**config.mk**
```make
export PLATFORM = sky130hd
export DESIGN_NAME = alu_mc
export DESIGN_NICKNAME = d
export VERILOG_FILES = /design/src/rtl/alu_mc_pkg.sv /design/src/rtl/alu_mc_mul.sv /design/src/rtl/alu_mc.sv
export SDC_FILE = /design/constraint.sdc
export NUM_CORES = 1
export LEC_CHECK = 0
export CAP_MARGIN = 15
export CORE_ASPECT_RATIO = 0.5
export CORE_MARGIN = 3
export CORE_UTILIZATION = 34
export DETAILED_ROUTE_END_ITERATION = 10
export DONT_BUFFER_PORTS = 1
export PLACE_DENSITY = 0.47
export SLEW_MARGIN = 20
export SYNTH_ARGS = -nofsm -noshare
export SYNTH_HDL_FRONTEND = slang
export SYNTH_SLANG_ARGS = --single-unit
```
**constraint.sdc**
```tcl
create_clock -name Clk -period 1.32 [get_ports Clk]
set_input_delay 0.396 -clock Clk [delete_from_list [all_inputs] [get_ports Clk]]
set_output_delay 0.396 -clock Clk [all_outputs]
set_load 0.1 [all_outputs]
```
**src/rtl/alu_mc_pkg.sv**
```systemverilog
`default_nettype none
// ============================================================================
// alu_mc_pkg : opcode and state encodings shared by the alu_mc block
// Rev 1.0
// ============================================================================
package alu_mc_pkg;

    typedef enum logic [3:0] {
        OP_ADD = 4'd0,
        OP_SHL = 4'd1,
        OP_AND = 4'd2,
        OP_OR  = 4'd3,
        OP_SUB = 4'd4,
        OP_SHR = 4'd5,
        OP_CMP = 4'd6,
        OP_MUL = 4'd7,
        OP_XOR = 4'd8,
        OP_ROL = 4'd9
    } op_e;

    typedef enum logic [1:0] {
        ST_IDLE = 2'd0,
        ST_BUSY = 2'd1,
        ST_DONE = 2'd2
    } state_e;

    localparam logic ILLEGAL_SCO = 1'b1;

endpackage
`default_nettype wire

```
**src/rtl/alu_mc_mul.sv**
```systemverilog
`default_nettype none
// ============================================================================
// alu_mc_mul : iterative shift-add multiplier, one multiplier bit per cycle
// Rev 1.0
// ============================================================================
module alu_mc_mul #(
    parameter int W  = 8,
    parameter int CW = $clog2(W) + 1
) (
    input  logic           clk,
    input  logic           rst_n,
    input  logic           start,
    input  logic [W-1:0]   a,
    input  logic [W-1:0]   b,
    output logic           done,
    output logic [2*W-1:0] product
);

    localparam logic [CW-1:0] STEPS = CW'(W);

    logic [W-1:0]   mcand;
    logic [2*W-1:0] prod;
    logic [CW-1:0]  cnt;
    logic           busy;
    logic [W:0]     sum;

    // Upper half accumulates; the multiplier drains out of the lower half.
    assign sum = {1'b0, prod[2*W-1:W]} + {1'b0, (prod[0] ? mcand : {W{1'b0}})};

    always_ff @(posedge clk or negedge rst_n) begin
        if (!rst_n) begin
            mcand <= '0;
            prod  <= '0;
            cnt   <= '0;
            busy  <= 1'b0;
        end else if (start) begin
            mcand <= a;
            prod  <= {{W{1'b0}}, b};
            cnt   <= '0;
            busy  <= 1'b1;
        end else if (busy) begin
            if (cnt == STEPS) begin
                busy <= 1'b0;
            end else begin
                prod <= {sum, prod[W-1:1]};
                cnt  <= cnt + 1'b1;
            end
        end
    end

    assign done    = busy && (cnt == STEPS);
    assign product = prod;

endmodule
`default_nettype wire

```
**src/rtl/alu_mc.sv**
```systemverilog
`default_nettype none
// ============================================================================
// alu_mc : handshaked ALU with single-cycle ops and an optional iterative MUL
//          enabled by defining ALU_MC_MUL_EN.  Rev 1.0
// ============================================================================
module alu_mc
    import alu_mc_pkg::*;
#(
    parameter int W  = 8,
    parameter int CW = $clog2(W) + 1
) (
    input  logic         Clk,
    input  logic         Rst_n,
    input  logic         In_valid,
    output logic         In_ready,
    input  logic [3:0]   Aluop,
    input  logic [W-1:0] DatA,
    input  logic [W-1:0] DatB,
    output logic         Out_valid,
    input  logic         Out_ready,
    output logic [W-1:0] Rslt,
    output logic [W-1:0] Rslt_hi,
    output logic         Zero,
    output logic         Par,
    output logic         SCo
);

    localparam logic [W-1:0] W_V   = W'(W);
    localparam logic [W-1:0] ONE_W = W'(1);

    state_e         state;
    state_e         state_nxt;
    logic           load_alu;
    logic           load_mul;
    logic           mul_start;
    logic           mul_sel;
    logic           mul_done;
    logic [2*W-1:0] mul_prod;

    logic [W-1:0]   alu_lo;
    logic           alu_co;
    logic [W:0]     wide;
    logic [W-1:0]   shr_mask;
    logic [W-1:0]   rol_amt;

    logic [W-1:0]   res_lo;
    logic [W-1:0]   res_hi;
    logic           carry;

    always_comb begin
        alu_lo   = '0;
        alu_co   = 1'b0;
        wide     = '0;
        shr_mask = '0;
        rol_amt  = '0;
        case (Aluop)
            OP_ADD: begin
                wide   = {1'b0, DatA} + {1'b0, DatB};
                alu_lo = wide[W-1:0];
                alu_co = wide[W];
            end
            OP_SHL: begin
                if (DatB <= W_V) begin
                    wide = {1'b0, DatA} << DatB;
                end
                alu_lo = wide[W-1:0];
                alu_co = wide[W];
            end
            OP_AND: alu_lo = DatA & DatB;
            OP_OR:  alu_lo = DatA | DatB;
            OP_SUB: begin
                wide   = {1'b0, DatA} - {1'b0, DatB};
                alu_lo = wide[W-1:0];
                alu_co = wide[W];
            end
            OP_SHR: begin
                alu_lo = DatA >> DatB;
                // Carry-out is the last bit shifted out, A[B-1].
                if ((DatB != '0) && (DatB <= W_V)) begin
                    shr_mask = ONE_W << (DatB - ONE_W);
                    alu_co   = |(DatA & shr_mask);
                end
            end
            OP_CMP: alu_lo = {{(W-2){1'b0}}, (DatA > DatB), (DatA != DatB)};
            OP_XOR: alu_lo = DatA ^ DatB;
            OP_ROL: begin
                rol_amt = DatB % W_V;
                alu_lo  = (DatA << rol_amt) | (DatA >> (W_V - rol_amt));
            end
            default: alu_co = ILLEGAL_SCO;
        endcase
    end

`ifdef ALU_MC_MUL_EN
    assign mul_sel = (Aluop == OP_MUL);

    alu_mc_mul #(
        .W  (W),
        .CW (CW)
    ) u_mul (
        .clk     (Clk),
        .rst_n   (Rst_n),
        .start   (mul_start),
        .a       (DatA),
        .b       (DatB),
        .done    (mul_done),
        .product (mul_prod)
    );
`else
    logic unused_cfg;

    assign mul_sel    = 1'b0;
    assign mul_done   = 1'b0;
    assign mul_prod   = '0;
    assign unused_cfg = (CW > 0) ^ mul_start;
`endif

    always_ff @(posedge Clk or negedge Rst_n) begin
        if (!Rst_n) begin
            state <= ST_IDLE;
        end else begin
            state <= state_nxt;
        end
    end

    always_comb begin
        state_nxt = state;
        load_alu  = 1'b0;
        load_mul  = 1'b0;
        mul_start = 1'b0;
        case (state)
            ST_IDLE: begin
                if (In_valid) begin
                    if (mul_sel) begin
                        state_nxt = ST_BUSY;
                        mul_start = 1'b1;
                    end else begin
                        state_nxt = ST_DONE;
                        load_alu  = 1'b1;
                    end
                end
            end
            ST_BUSY: begin
                if (mul_done) begin
                    state_nxt = ST_DONE;
                    load_mul  = 1'b1;
                end
            end
            ST_DONE: begin
                if (Out_ready) begin
                    state_nxt = ST_IDLE;
                end
            end
            default: state_nxt = ST_IDLE;
        endcase
    end

    always_ff @(posedge Clk or negedge Rst_n) begin
        if (!Rst_n) begin
            res_lo <= '0;
            res_hi <= '0;
            carry  <= 1'b0;
        end else if (load_alu) begin
            res_lo <= alu_lo;
            res_hi <= '0;
            carry  <= alu_co;
        end else if (load_mul) begin
            res_lo <= mul_prod[W-1:0];
            res_hi <= mul_prod[2*W-1:W];
            carry  <= |mul_prod[2*W-1:W];
        end
    end

    assign In_ready  = (state == ST_IDLE);
    assign Out_valid = (state == ST_DONE);
    assign Rslt      = res_lo;
    assign Rslt_hi   = res_hi;
    assign SCo       = carry;
    assign Zero      = ~|{res_hi, res_lo};
    assign Par       = ^res_lo;

endmodule
`default_nettype wire

```
* Word-level counts from Yosys, hierarchy flattened *
Cells that the tools add are included.

storage, ports and cells
  register bits = 19
  logic and storage cells = 56

cells by class
  eq/ne operators = 13
  bitwise gates (word level) = 6
  mux-type cells = 12
  add/sub/neg operators = 4
  shift operators = 5
  $lt $le $gt $ge = 2
  reductions and logical operators = 10

operator list
  kind                   number
  $pmux W8 S9            1
  $and A8 B8 Y8          2
  $mux W8                2
  $or A8 B8 Y8           2
  $reduce_or A16 Y1      1
  $shr A8 B8 Y8          2
  $eq A4 B3 Y1 const B   3
  $add A8 B8 Y9          1
  $mux W9                1
  $shl A8 B8 Y9          1
  $sub A8 B8 Y9          1
  $eq A4 B2 Y1 const B   2
  $eq A4 B4 Y1 const B   2
  $gt A8 B8 Y1           1
  $le A8 B4 Y1 const B   1
  $ne A8 B8 Y1           1
  $reduce_bool A8 Y1     1
  $reduce_or A8 Y1       1
  $reduce_xor A8 Y1      1
  $shl A1 B8 Y8 const A  1
  $shl A8 B3 Y8          1
  $sub A8 B1 Y8 const B  1
  $xor A8 B8 Y8          1
  $pmux W2 S3            1
  16 further kinds       20

* Depth between registers and ports, before layout *
  word-level depth = 7
  depth in mapped cells = 11
  gate-level depth less buffers = 10

* Least setup slack after synthesis *
Ideal clock, no wire load.

  path kind = register -> output
  start point = register res_lo[0] (netlist: Rslt[0])
  end point = output Par
  buffers on the path = 0
  cell stages (with the launch flop) = 5
  setup slack = -2182 ps
  data arrival time = 3106 ps
  data required time = 924 ps
  cell sequence = dfrtp_1 -> inv_1 -> ha_1 -> xor2_1 -> xnor2_1

between the ends
  cells in the longest elaborated chain, start to end = 1

RTL lines
  element                 RTL line       source
  from (decl)             alu_mc.sv:46   logic [W-1:0] res_lo;
  from (signal assigned)  alu_mc.sv:164  res_lo <= alu_lo;
  from (signal assigned)  alu_mc.sv:168  res_lo <= mul_prod[W-1:0];
  $reduce_xor A8 Y1       alu_mc.sv:180  assign Par = ^res_lo;
  to (decl)               alu_mc.sv:24   output logic Par,

Every way passes these cells.

* Worst setup path in the final report *
  start point = input DatB[1]
  end point = register res_lo[7] (netlist: Rslt[7])

between the ends
  cells in the longest elaborated chain, start to end = 5

RTL lines
  element        RTL line       source
  from (decl)    alu_mc.sv:18   input logic [W-1:0] DatB,
  $sub A4 B3 Y5  alu_mc.sv:88   alu_lo = (DatA << rol_amt) | (DatA >> (W_V - rol_amt));
  $shr A8 B8 Y8  alu_mc.sv:88
  $or A8 B8 Y8   alu_mc.sv:88
  $pmux W8 S9 *  alu_mc.sv:56   case (Aluop)
  $mux W8 *      alu_mc.sv:163  end else if (load_alu) begin

Every way passes the cells marked *; elsewhere a longest branch is shown, timed or not. The select of a mux whose other input is x is not followed.
A chain may end at the register's enable or synchronous reset.

==> impl_results.md <==
- Vias per inst: 5.740
- P_leak: 1.978 nW
- Rows: 23
- Worst Path Required: 1.44 ns
- CTS Root Cell: clkbuf_16
- Antenna viol nets, final: 0
- Design Area, Final: 0.004780 sq mm
- Crit path time final: 1.987 ns
- Initial Utilization: 0.3620
- Syn Area/Cell: 7.318 sq um
- Die height: 72.43 microns
- CTS Buffer Depth: 2
- Final setup fails: 14
- Reg-to-reg endpoint: SCo
- PortBufs: 0
- Max Clk Rate: 0.5033 GHz
- Number of DRC markers in iteration 0: 347
- Register area share after synthesis: 0.08340
- Reg2reg start: state[1]
- Pre-CTS setup slack: -0.9569 ns
- Complex-gate fraction of the synthesized area: 0.2706
- DRC: 0
- # IOs: 45
- Initial antenna violation count: 0
- Synth Area in XOR/XNOR: 0.03169
- Via count: 3582
- WL/cell: 22.29 microns
- Worst Setup EP: Rslt[7]
- Run status: finished with violations
- Yosys warning count: 0
- Crit path max fanout: 25
- Final Max Tran Viols: 0
- Max Cap Violations: 0
- Mapped Cells: 410
- Post-synth EDFFs: 0
- Total Nets Final: 569
- Clock Skew: 0.0008123 ns
- Gr ovfl total: 0
- Diode count: 0
- Vias in the first global route: 3510
- Hold Crit Class: primary input to flip-flop
- CP max stage cell: ha_4
- Layout cell share with drive strength beyond 1: 0.4512
- Cell variety after synth: 69
- Filler instances: 768
- Critical path class: primary input to flip-flop
- Fin. Hold Viols: 0
- Die X: 138.9 microns
- Cell chain of the critical path: clkinvlp_4, ha_4, buf_6, o21ba_4, o2111ai_4, a31oi_4, xor2_1, a211oi_2, o21ai_1
- CP startpoint kind: primary input
- Synth Area in Simple Gates: 0.2193
- Placer Congestion: 0.9580
- Reg clk slew, reported paths: 0.04 ns
- Later-pin clock latency in the skew report: 0.24 ns
- Die area: 0.01006 sq mm
- Violations in the final reports: setup timing
- DR pass1 iterations: 5
- Post-synthesis mux area share: 0.1426
- Routed Wire Length: 13910 microns
- Reg2reg setup slack: -0.45 ns
- Area post-placement: 0.004292 sq mm
- Clock Sink Count: 10
- #FFs+latches synth: 10
- Final worst-path cycle share: 1.505
- Worst EP arrival: 2.11 ns
- Worst Setup SP: DatB[1]
- Worst VDD drop: 0.001397 V
- Largest family of logic cells by synthesized area: compound AO/OA/AOI/OAI gates
- Worst r2r path cells: 6
- Setup TNS: -6.721 ns
- Clock buffer count from CTS: 3
- Pin count of the biggest net entering global routing: 33
- Critical Path Sink Type: flip-flop
- CTS tree: built
- Overall power: 3.496 mW
- Synthesized area: 0.003000 sq mm
- Slew headroom: 0.5727
- Pwr Density: 731.4 mW/mm^2
- DP HPWL: 11150 microns
- First-pass GRT wire length: 20980 microns
- H-tree depth: 1
- Core area: 0.008288 sq mm
- Adder-cell share of the synthesized area: 0.1384
- Setup ws final: -0.6668 ns
- Largest incremental delay on the critical path: 0.30 ns
- Total global-route track usage: 0.2685
- Asr flop ratio synth: 1.000
- Top FF cell, synth: dfrtp_1
- Worst-Margin Slew: 0.6351 ns
- Layout area overhead: 59.30%
- RSZ-0062 raised after global routing: true
-- cell families after synthesis --
kind of cell	Yosys count
and+or+nand+nor	127
AOI/OAI and AO/OA	117
buffers and inverters	78
muxes	35
adders and majority gates	32
xor gates and xnor gates	10
DFF	10
other	1
-- critical path: cells and delay by family --
family,cells,cell delay (ns)
buffers and inverters,2,0.29
adders and majority gates,1,0.30
AOI/OAI and AO/OA,5,0.94
xor gates and xnor gates,1,0.18
-- per-layer routing --
| layer | share of wire | wire length, microns | GRT usage | up-vias |
|---|---|---|---|---|
| met2 | 0.41 | 5639 | 0.3874 | 139 |
| met3 | 0.091 | 1272 | 0.09743 | 5 |
| li1 | - | - | - | 1697 |
| met1 | 0.50 | 6967 | 0.3950 | 1741 |
| met4 | 0.0019 | 27 | 0.02495 | 0 |
| met5 | 0 | 0 | 0 | - |
-- synthesized netlist by cell type, types with 6 or more instances --
| master | number | area, sq um |
|---|---|---|
| nand2b_1 | 6 | 37.54 |
| xnor2_1 | 7 | 61.31 |
| a21oi_1 | 23 | 115.1 |
| mux2i_1 | 27 | 270.3 |
| a31oi_1 | 10 | 62.56 |
| ha_1 | 30 | 375.4 |
| a211oi_1 | 11 | 82.58 |
| mux4_2 | 6 | 135.1 |
| o21ai_0 | 20 | 100.1 |
| nor4_1 | 7 | 43.79 |
| nor2_1 | 29 | 108.9 |
| buf_2 | 9 | 45.04 |
| nor2b_1 | 7 | 43.79 |
| o211ai_1 | 7 | 52.55 |
| inv_1 | 39 | 146.4 |
| nor3_1 | 18 | 90.09 |
| clkbuf_1 | 18 | 67.56 |
| buf_4 | 9 | 67.56 |
| nand3_1 | 6 | 30.03 |
| dfrtp_1 | 10 | 250.2 |
| nand2_1 | 31 | 116.4 |
-- power by group --
group / switching [mW] / total, mW / internal [mW]
clock: 0.161 / 0.568 / 0.407
combinational: 1.43 / 2.54 / 1.11
sequential: 0.0361 / 0.388 / 0.352
total: 1.62 / 3.50 / 1.87
-- sequential cells by signal (all words and copies together), names as in the netlist --
register / count
Rslt: 8
SCo: 1
state: 1
-- worst min-delay path by stage --
stage | from | to | slack (ns) | depth (start not counted)
after floorplan | Rst_n | SCo | 0.10 | 0
after global placement | Rst_n | state[1] | 0.10 | 0
after global routing | Out_ready | state[1] | 0.24 | 1
after detailed placement | Rst_n | Rslt[1] | 0.10 | 0
after CTS | Out_ready | state[1] | 0.24 | 1
final | Out_ready | state[1] | 0.24 | 1
-- placed cells by master, fill, tap and decap left out, types with 5 or more instances in the layout --
| cell type | instances |
|---|---|
| nand3_1 | 6 |
| buf_4 | 109 |
| xnor2_1 | 5 |
| ha_1 | 18 |
| nand2b_1 | 6 |
| a211oi_1 | 8 |
| inv_1 | 24 |
| buf_12 | 13 |
| o21ai_0 | 12 |
| nor3_1 | 16 |
| nor4_2 | 5 |
| nor2b_1 | 6 |
| nor2_1 | 29 |
| mux2i_1 | 23 |
| o211ai_1 | 7 |
| conb_1 | 8 |
| buf_6 | 6 |
| a21oi_1 | 16 |
| dfrtp_4 | 9 |
| ha_4 | 12 |
| o21ai_1 | 6 |
| inv_2 | 10 |
| mux4_2 | 6 |
| a21oi_2 | 8 |
| a31oi_1 | 9 |
| nand2_1 | 30 |
-- metrics by stage --
stage,utilization,std cells,hold slack [ns]
finish,0.5767,624,0.2396
global route,0.5767,624,0.2401
CTS,0.5604,623,0.2440
detailed placement,0.5178,613,0.1008
global placement,0.5178,613,0.1007
floorplan,-,417,0.1004
-- cell type report --
| class | count | area (sq um) | share of cell area |
|---|---|---|---|
| multi-input cells | 329 | 2940 | 0.6152 |
| repair buffers | 129 | 1156 | 0.2419 |
| flip-flops and latches | 10 | 284.0 | 0.05942 |
| inverters | 40 | 180.2 | 0.03770 |
| well taps | 112 | 140.1 | 0.02932 |
| clock buffers | 4 | 78.83 | 0.01649 |
-- repair_timing --
action	CTS	global route
cloned	0	0
hold buffers	1	0
buffers inserted	5	2
resized for setup	42	31
pin swaps	18	13
setup endpoints to repair	21	20
endpoints found under the hold margin	10	0
Note: power is estimated with default switching activity, not from simulation.
